===== config.mk =====
export PLATFORM = sky130hd
export DESIGN_NAME = posit_round_random_source
export DESIGN_NICKNAME = d
export VERILOG_FILES = /design/src/rtl/posit_round_random_source.sv
export SDC_FILE = /design/constraint.sdc
export NUM_CORES = 1
export LEC_CHECK = 0
export CORE_AREA = 10 10 93 95
export DETAILED_ROUTE_END_ITERATION = 12
export DIE_AREA = 0 0 103 105
export PLACE_DENSITY_LB_ADDON = 0.15
export SLEW_MARGIN = 20
export SYNTH_ARGS = -nofsm -noshare
export SYNTH_HDL_FRONTEND = slang
export SYNTH_SLANG_ARGS = --single-unit
export TNS_END_PERCENT = 5

===== constraint.sdc =====
create_clock -name clock -period 2.6 [get_ports clock]
set_input_delay 0.26 -clock clock [delete_from_list [all_inputs] [get_ports clock]]
set_output_delay 0.26 -clock clock [all_outputs]
set_load 0.1 [all_outputs]

===== src/rtl/posit_round_random_source.sv =====
// -----------------------------------------------------------------------------
// posit_round_random_source
//
// Stream source of uniformly distributed random words for the stochastic posit
// rounding stage. A 32-bit Galois LFSR (taps 32,22,2,1) produces the words.
// The LFSR advances TRAILING_BITS+1 single steps per consumed word. After a
// reset or a reseed, a warm-up of WARMUP_CYCLES advances runs before the first
// word is offered, so a fresh seed never shows up on randomBits directly.
//
// Parameters:
//   TRAILING_BITS  trailing-bit count of the downstream rounder (0..31).
//                  The output width is TRAILING_BITS+1.
//   DEFAULT_SEED   LFSR value after reset. It also replaces an all-zero seed.
//   WARMUP_CYCLES  advances before the first word is offered (>= 1)
//
// Ports:
//   clock       sole clock, rising edge
//   reset       synchronous, active-high
//   seedValid   seed offered
//   seedReady   seed accepted when seedValid && seedReady (WARMUP/RUN only)
//   seed        new LFSR seed
//   outValid    randomBits holds a valid word (RUN only)
//   outReady    consumer takes the word when outValid && outReady
//   randomBits  random word, taken straight from lfsr[TRAILING_BITS:0]
//   busy        high while in RESET or WARMUP
//
// Optional feature, enabled by defining the macro POSIT_RANDOM_FORCE_EN:
//   forceEnable  while high, randomBits = forceBits (combinational)
//   forceBits    deterministic word for bench-driven rounding decisions
//   The FSM, the handshake and the LFSR advancing are unaffected.
// -----------------------------------------------------------------------------
module posit_round_random_source #(
    parameter int          TRAILING_BITS = 8,
    parameter logic [31:0] DEFAULT_SEED  = 32'hACE1_1234,
    parameter int          WARMUP_CYCLES = 16
) (
    input  logic                     clock,
    input  logic                     reset,
    input  logic                     seedValid,
    output logic                     seedReady,
    input  logic [31:0]              seed,
    output logic                     outValid,
    input  logic                     outReady,
    output logic [TRAILING_BITS:0]   randomBits,
    output logic                     busy
`ifdef POSIT_RANDOM_FORCE_EN
    ,
    input  logic                     forceEnable,
    input  logic [TRAILING_BITS:0]   forceBits
`endif
);

    localparam logic [31:0] TAP_MASK = 32'h8020_0003;
    localparam int          STEPS    = TRAILING_BITS + 1;
    localparam int          WARM_W   = (WARMUP_CYCLES > 1) ? $clog2(WARMUP_CYCLES) : 1;
    localparam logic [WARM_W-1:0] WARM_LAST = WARM_W'(WARMUP_CYCLES - 1);

    typedef enum logic [1:0] {
        RESET  = 2'd0,
        WARMUP = 2'd1,
        RUN    = 2'd2
    } state_t;

    state_t            state;
    logic [31:0]       lfsr;
    logic [WARM_W-1:0] warm;
    logic [31:0]       lfsrAdvanced;
    logic [31:0]       seedSafe;
    logic              seedAccept;

    // One word's worth of single steps. The loop unrolls into a fixed XOR
    // network, so the whole advance completes in one cycle.
    function automatic logic [31:0] advance(input logic [31:0] value);
        logic [31:0] s;
        s = value;
        for (int i = 0; i < STEPS; i++) begin
            s = s[0] ? ((s >> 1) ^ TAP_MASK) : (s >> 1);
        end
        return s;
    endfunction

    assign lfsrAdvanced = advance(lfsr);
    // The zero state is the one state a Galois LFSR can never leave.
    assign seedSafe     = (seed == 32'h0) ? DEFAULT_SEED : seed;
    assign seedAccept   = seedValid && seedReady;

    // outValid, seedReady and busy are registered together with the state,
    // so every output comes straight from a flop.
    // NOTE: all state here uses non-blocking assignments. Every flop then
    // samples the values from before the edge, whatever the statement order.
    always_ff @(posedge clock) begin
        if (reset) begin
            state     <= RESET;
            lfsr      <= DEFAULT_SEED;
            warm      <= '0;
            outValid  <= 1'b0;
            seedReady <= 1'b0;
            busy      <= 1'b1;
        end else begin
            unique case (state)
                RESET: begin
                    state     <= WARMUP;
                    warm      <= '0;
                    seedReady <= 1'b1;
                end
                WARMUP, RUN: begin
                    if (seedAccept) begin
                        // A reseed wins over an advance in the same cycle. A
                        // word handshaken in this cycle still counts as
                        // delivered.
                        state    <= WARMUP;
                        lfsr     <= seedSafe;
                        warm     <= '0;
                        outValid <= 1'b0;
                        busy     <= 1'b1;
                    end else if (state == WARMUP) begin
                        lfsr <= lfsrAdvanced;
                        if (warm == WARM_LAST) begin
                            state    <= RUN;
                            outValid <= 1'b1;
                            busy     <= 1'b0;
                        end else begin
                            warm <= warm + 1'b1;
                        end
                    end else if (outReady) begin
                        lfsr <= lfsrAdvanced;
                    end
                end
                default: begin
                    state     <= RESET;
                    lfsr      <= DEFAULT_SEED;
                    warm      <= '0;
                    outValid  <= 1'b0;
                    seedReady <= 1'b0;
                    busy      <= 1'b1;
                end
            endcase
        end
    end

`ifdef POSIT_RANDOM_FORCE_EN
    assign randomBits = forceEnable ? forceBits : lfsr[TRAILING_BITS:0];
`else
    assign randomBits = lfsr[TRAILING_BITS:0];
`endif

endmodule


======== After elaboration in Yosys (flattened, before gate mapping) ========
Cells that the tools add are included.
storage, ports and cells
  register bits ........................... 41
  bits of input ports ..................... 36
  output and inout port bits .............. 12
  logic and storage cells ................. 61
cells by class
  reduce and logical (&&, ||, !) cells .... 9
  bitwise operators ....................... 12
  multiplexer cells ....................... 27
  equal/unequal tests ..................... 6
  add/subtract/negate cells ............... 1
operators by type and width
  cell                                                 number
  2-to-1 mux 32 bit                                    13
  one-hot mux 32 bit (2 select lines)                  1
  inverter 3 -> 4 bit                                  9
  logical NOT 32 bit                                   1
  2-to-1 mux 1 bit                                     6
  2-to-1 mux 2 bit                                     3
  inequality test 3 bit, second input constant         2
  one-hot mux 1 bit (2 select lines)                   3
  AND reduction 2 bit                                  3
  adder 4 x 1 -> 4 bit, second input constant          1
  equality test 4 bit, second input constant           1
  inequality test 4 bit, second input constant         1
  one-hot mux 2 bit (2 select lines)                   1
  inverter 1 bit                                       3
  AND reduction 3 bit                                  1
  OR reduction 3 bit                                   1
  equality test 2 x 1 -> 1 bit, second input constant  1
  equality test 2 bit, second input constant           1
  logical NOT 2 bit                                    1
  OR reduction 2 bit                                   1
  logical AND 1 bit                                    1

======== Logic depth before layout (Yosys ltp) ========
  depth in word-level cells ............... 22
  mapped depth ............................ 8

======== Least setup slack after synthesis ========
No wires, ideal clock.
  path kind ............................... register to register
  start point ............................. register seedReady
  end point ............................... register lfsr[0]
  arrival time ............................ 2.323 ns
  setup time .............................. 0.069 ns
  path slack .............................. 0.208 ns
  stages on the path, launching flop included .. 7
  path buffers ............................ 1
  path through ............................ dfxtp_1 nand2_1 a31oi_1 and2_1 clkbuf_1 a32oi_1 o21ai_1
on the way
  cells in the longest elaborated chain, start to end .. 3
  elaborated cells between the ends (all ways) .. 5
  those cells by class .................... eq/ne (1); mux (2); reduce/logical (2)
ends and longest elaborated chain
  item                                                                                         RTL line  source
  start, declared                                                                              40        output logic seedReady,
  start signal, assigned                                                                       97        seedReady <= 1'b0;
  start signal, assigned                                                                       104       seedReady <= 1'b1;
  start signal, assigned                                                                       134       seedReady <= 1'b0;
  logical AND 1 bit *                                                                          85        assign seedAccept = seedValid && seedReady;
  inequality test 4 bit (no source line) or 2-to-1 mux 32 bit (tied branches)                  --
  AND reduction 2 bit (no source line) or one-hot mux 32 bit (2 select lines) (tied branches)  --
  end signal, assigned                                                                         112       lfsr <= seedSafe;
  end signal, assigned                                                                         117       lfsr <= lfsrAdvanced;
  end signal, assigned                                                                         126       lfsr <= lfsrAdvanced;
  end, declared                                                                                65        logic [31:0] lfsr;
Mark *: on every way between the ends. The rest lies on a longest branch, timed or not.
A chain may end at the register's enable or synchronous reset.

======== Worst setup path in the final report ========
  start point ............................. register lfsr[0]
  end point ............................... register lfsr[0]
on the way
  cells in the longest elaborated chain, start to end .. 17
  elaborated cells between the ends (all ways) .. 21
  those cells by class .................... mux (13); bitwise (8)
ends and longest elaborated chain
  item                                                                       RTL line  source
  2-to-1 mux 32 bit * (2 in series)                                          77        s = s[0] ? ((s >> 1) ^ TAP_MASK) : (s >> 1);
  inverter 3 -> 4 bit (no source line) or 2-to-1 mux 32 bit (tied branches)  --
  2-to-1 mux 32 bit * (2 in series)                                          77
  inverter 3 -> 4 bit (no source line) or 2-to-1 mux 32 bit (tied branches)  --
  2-to-1 mux 32 bit * (2 in series)                                          77
  inverter 3 -> 4 bit (no source line) or 2-to-1 mux 32 bit (tied branches)  --
  2-to-1 mux 32 bit * (2 in series)                                          77
  inverter 3 -> 4 bit (no source line) or 2-to-1 mux 32 bit (tied branches)  --
  2-to-1 mux 32 bit *                                                        77
  2-to-1 mux 32 bit                                                          125       end else if (outReady) begin
  2-to-1 mux 32 bit *                                                        116       end else if (state == WARMUP) begin
  2-to-1 mux 32 bit *                                                        107       if (seedAccept) begin
  one-hot mux 32 bit (2 select lines) *                                      100       unique case (state)
Mark *: on every way between the ends. The rest lies on a longest branch, timed or not. The select of a mux whose other input is x is not followed.

==> run metrics <==
DP HPWL 5350 um; Post-synth EDFFs 0; die area 10800 sq um; setup TNS 0 ns; Gate Count Post-Synth 274; top_reg_cell synth dfxtp_1; hold path cells 2; register area share after synthesis 0.354; Ant. Diodes 0; worst reg2reg path endpoint lfsr[0]$_SDFFE_PP0P_; clk root buf clkbuf_8; Inst Count DP 382; initial drt markers 216; Max-Cap Viols 0; drt drc 0; CP required 2.78 ns; WL/cell 18.2 um; largest net degree at the start of global routing 46; vias in the first global route 2192; crit path kind reg2reg; ANT nets after route 0; fraction of layout cells with a size suffix above 1 0.116; outcome complete, no violations; post-CTS sizing 0; number of buffers added on ports 47; Crit. End Element register; initial antenna violation count 0; r2r worst-path depth 5; synthesized area per cell 8.47 sq um; Mapped Area 2320 sq um; P per Cell Area 705 nW/um^2; Worst EP arrival 2.31 ns; area grow syn2layout 24.6%; CTS max path bufs 2; Overflow after GRT 0; synthesized flop and latch total 41; Yosys Warn Count 0; CTS H-tree lvls 2; RSZ-0062 raised after global routing false; drt pass-1 iters 4; fin crit period 2.12 ns; # Post-CTS Setup Buffers 0; Ports 48; worst clock skew 0.00365 ns; via count 2134; Worst-Margin Slew 0.526 ns; Die H 105 um; global-route wire length before repair 11500 um; CTS tree done; clock-pin slew of the registers on the worst-case setup and hold paths 0.08 ns; Tot GR Track Use 0.134; r2r setup slk 0.48 ns; P_leak 1.13 nW; maximum vdd ir drop 261 uV; relative slew slack 0.649; Distinct cells, synth 39; # rows 30; starting density of the core 0.343; GPL Wtd Cong 0.809; hold_buf cts 0; die width 103 um; ys async rst share 0; total CTS buffers 5; vias per cell 5.47; FF-to-FF Start lfsr[0]$_SDFFE_PP0P_; fill count 705; Num Clock Sinks 41; Finished Layout Cells 390; Clk Latency, worst-skew pair 0.30 ns; Startpoint Class register; WHS 0.464 ns; core footprint 6760 sq um; worst-path maximum fanout 6; final WL 7110 um; Layout Nets 350; Mapped Nets 315; hold path endpoint lfsr[20]$_SDFFE_PP0P_; FMAX 471 MHz; fin crit share 0.817; Hold Crit Start lfsr[20]$_SDFFE_PP0P_; Area after DPL 2790 sq um; fin area 2890 sq um; final setup fails 0; HP Class reg2reg; Fin. Hold Viols 0; fin. max-slew vios 0
## metrics by stage
step / setup slack [ns] / total power, mW / util
final: 0.476 / 2.04 / 0.428
after global routing: 0.377 / 2.15 / 0.428
after CTS: 0.460 / 2.05 / 0.428
after detailed placement: 0.328 / 1.58 / 0.413
after global placement: 0.233 / 1.58 / 0.413
after floorplan: 0.208 / 1.38 / -
## synth_stat cells, types with 2 or more instances
master | number | area (sq um)
dfxtp_1 | 41 | 821
nand2_1 | 29 | 109
nor2_1 | 28 | 105
a21oi_1 | 23 | 115
clkbuf_1 | 19 | 71.3
o21ai_0 | 16 | 80.1
a22oi_1 | 15 | 113
xnor2_1 | 10 | 87.6
buf_4 | 9 | 67.6
nor4_1 | 9 | 56.3
o22ai_1 | 9 | 56.3
o21ai_1 | 8 | 40.0
xnor3_1 | 6 | 135
xor2_1 | 6 | 52.6
ha_1 | 5 | 62.6
nand3_1 | 5 | 25.0
nor3_1 | 4 | 20.0
inv_1 | 3 | 11.3
nand4_1 | 3 | 18.8
a211o_1 | 2 | 17.5
a22o_1 | 2 | 17.5
a31oi_1 | 2 | 12.5
and2_1 | 2 | 12.5
mux2i_1 | 2 | 20.0
xnor2_2 | 2 | 32.5
## critical path: stages, from the launching register on
cell	delay [ns]
dfxtp_1	0.43
xnor2_2	0.44
xor3_2	0.51
xnor3_1	0.36
a32oi_1	0.20
o21ai_1	0.07
## state kept, by name, indices dropped and copies added, names as in the netlist
register	cells
seedReady	1
outValid	1
lfsr	32
warm	4
state	2
busy	1
## cell type report
type,count,area [sq um],area share
Clock buffer,7,96.3,0.0333
Clock inverter,1,5.00,0.00173
Inverter,3,11.3,0.00390
Multi-Input combinational cell,202,1350,0.467
Sequential cell,41,821,0.284
Tap cell,80,100,0.0346
Timing Repair Buffer,56,508,0.176
## how the worst max path moves through the flow
stage | startpoint | end | slack, ns
final | lfsr[0]$_SDFFE_PP0P_ | lfsr[0]$_SDFFE_PP0P_ | 0.48
after global routing | seed[16] | lfsr[4]$_SDFFE_PP1P_ | 0.38
after CTS | lfsr[0]$_SDFFE_PP0P_ | lfsr[0]$_SDFFE_PP0P_ | 0.46
after detailed placement | seed[16] | lfsr[29]$_SDFFE_PP1P_ | 0.33
after global placement | seed[16] | lfsr[29]$_SDFFE_PP1P_ | 0.23
after floorplan | seedReady$_SDFFE_PP0P_ | lfsr[0]$_SDFFE_PP0P_ | 0.21
## cells in the final DEF, fill, tap and decap left out, drive strengths merged
cell type      synthesis  routed
clkinv                 0       1
and4b                  1       1
nand4                  3       3
a22o                   2       2
clkbuf                19       7
a21oi                 24      24
nor3                   4       4
nor2                  28      28
nor4                   9       9
nand2                 29      29
and2                   2       2
xor3                   1       1
dfxtp                 41      41
mux2i                  2       2
nand4b                 1       1
ha                     5       5
nand3                  5       5
o21bai                 1       1
o21ai                 24      24
a211o                  2       2
xor2                   7       7
o22a                   1       1
a31o                   1       1
xnor2                 12      12
clkdlybuf4s50          0      35
o211ai                 1       1
inv                    3       3
a31oi                  2       2
xnor3                  7       7
a22oi                 15      15
a32oi                  1       1
buf                    9      21
o21a                   1       1
a211oi                 1       1
o22ai                  9       9
mux2                   1       1
## logic make-up (layout without fill, tap and decap cells)
family / count (synthesis) / after routing / share of synthesized area
AO/OA/AOI/OAI: 85 / 85 / 0.223
XOR/XNOR: 27 / 27 / 0.161
adder cells (fa/ha/maj): 5 / 5 / 0.0270
buffers and inverters: 31 / 67 / 0.0647
flip-flops: 41 / 41 / 0.354
multiplexers: 3 / 3 / 0.0135
AND/OR/NAND/NOR: 82 / 82 / 0.157
## where the power goes
group / switching [mW] / internal (mW)
sequential: 0.0518 / 0.682
combinational: 0.461 / 0.374
clock: 0.229 / 0.240
## layer usage
metal,global-route usage,share of wire,vias up
li1,-,-,1039
met1,0.177,0.46,1019
met2,0.201,0.44,67
met3,0.0441,0.077,9
met4,0.0378,0.016,0
met5,0,0,-
Power figures use the tool's default switching activity.
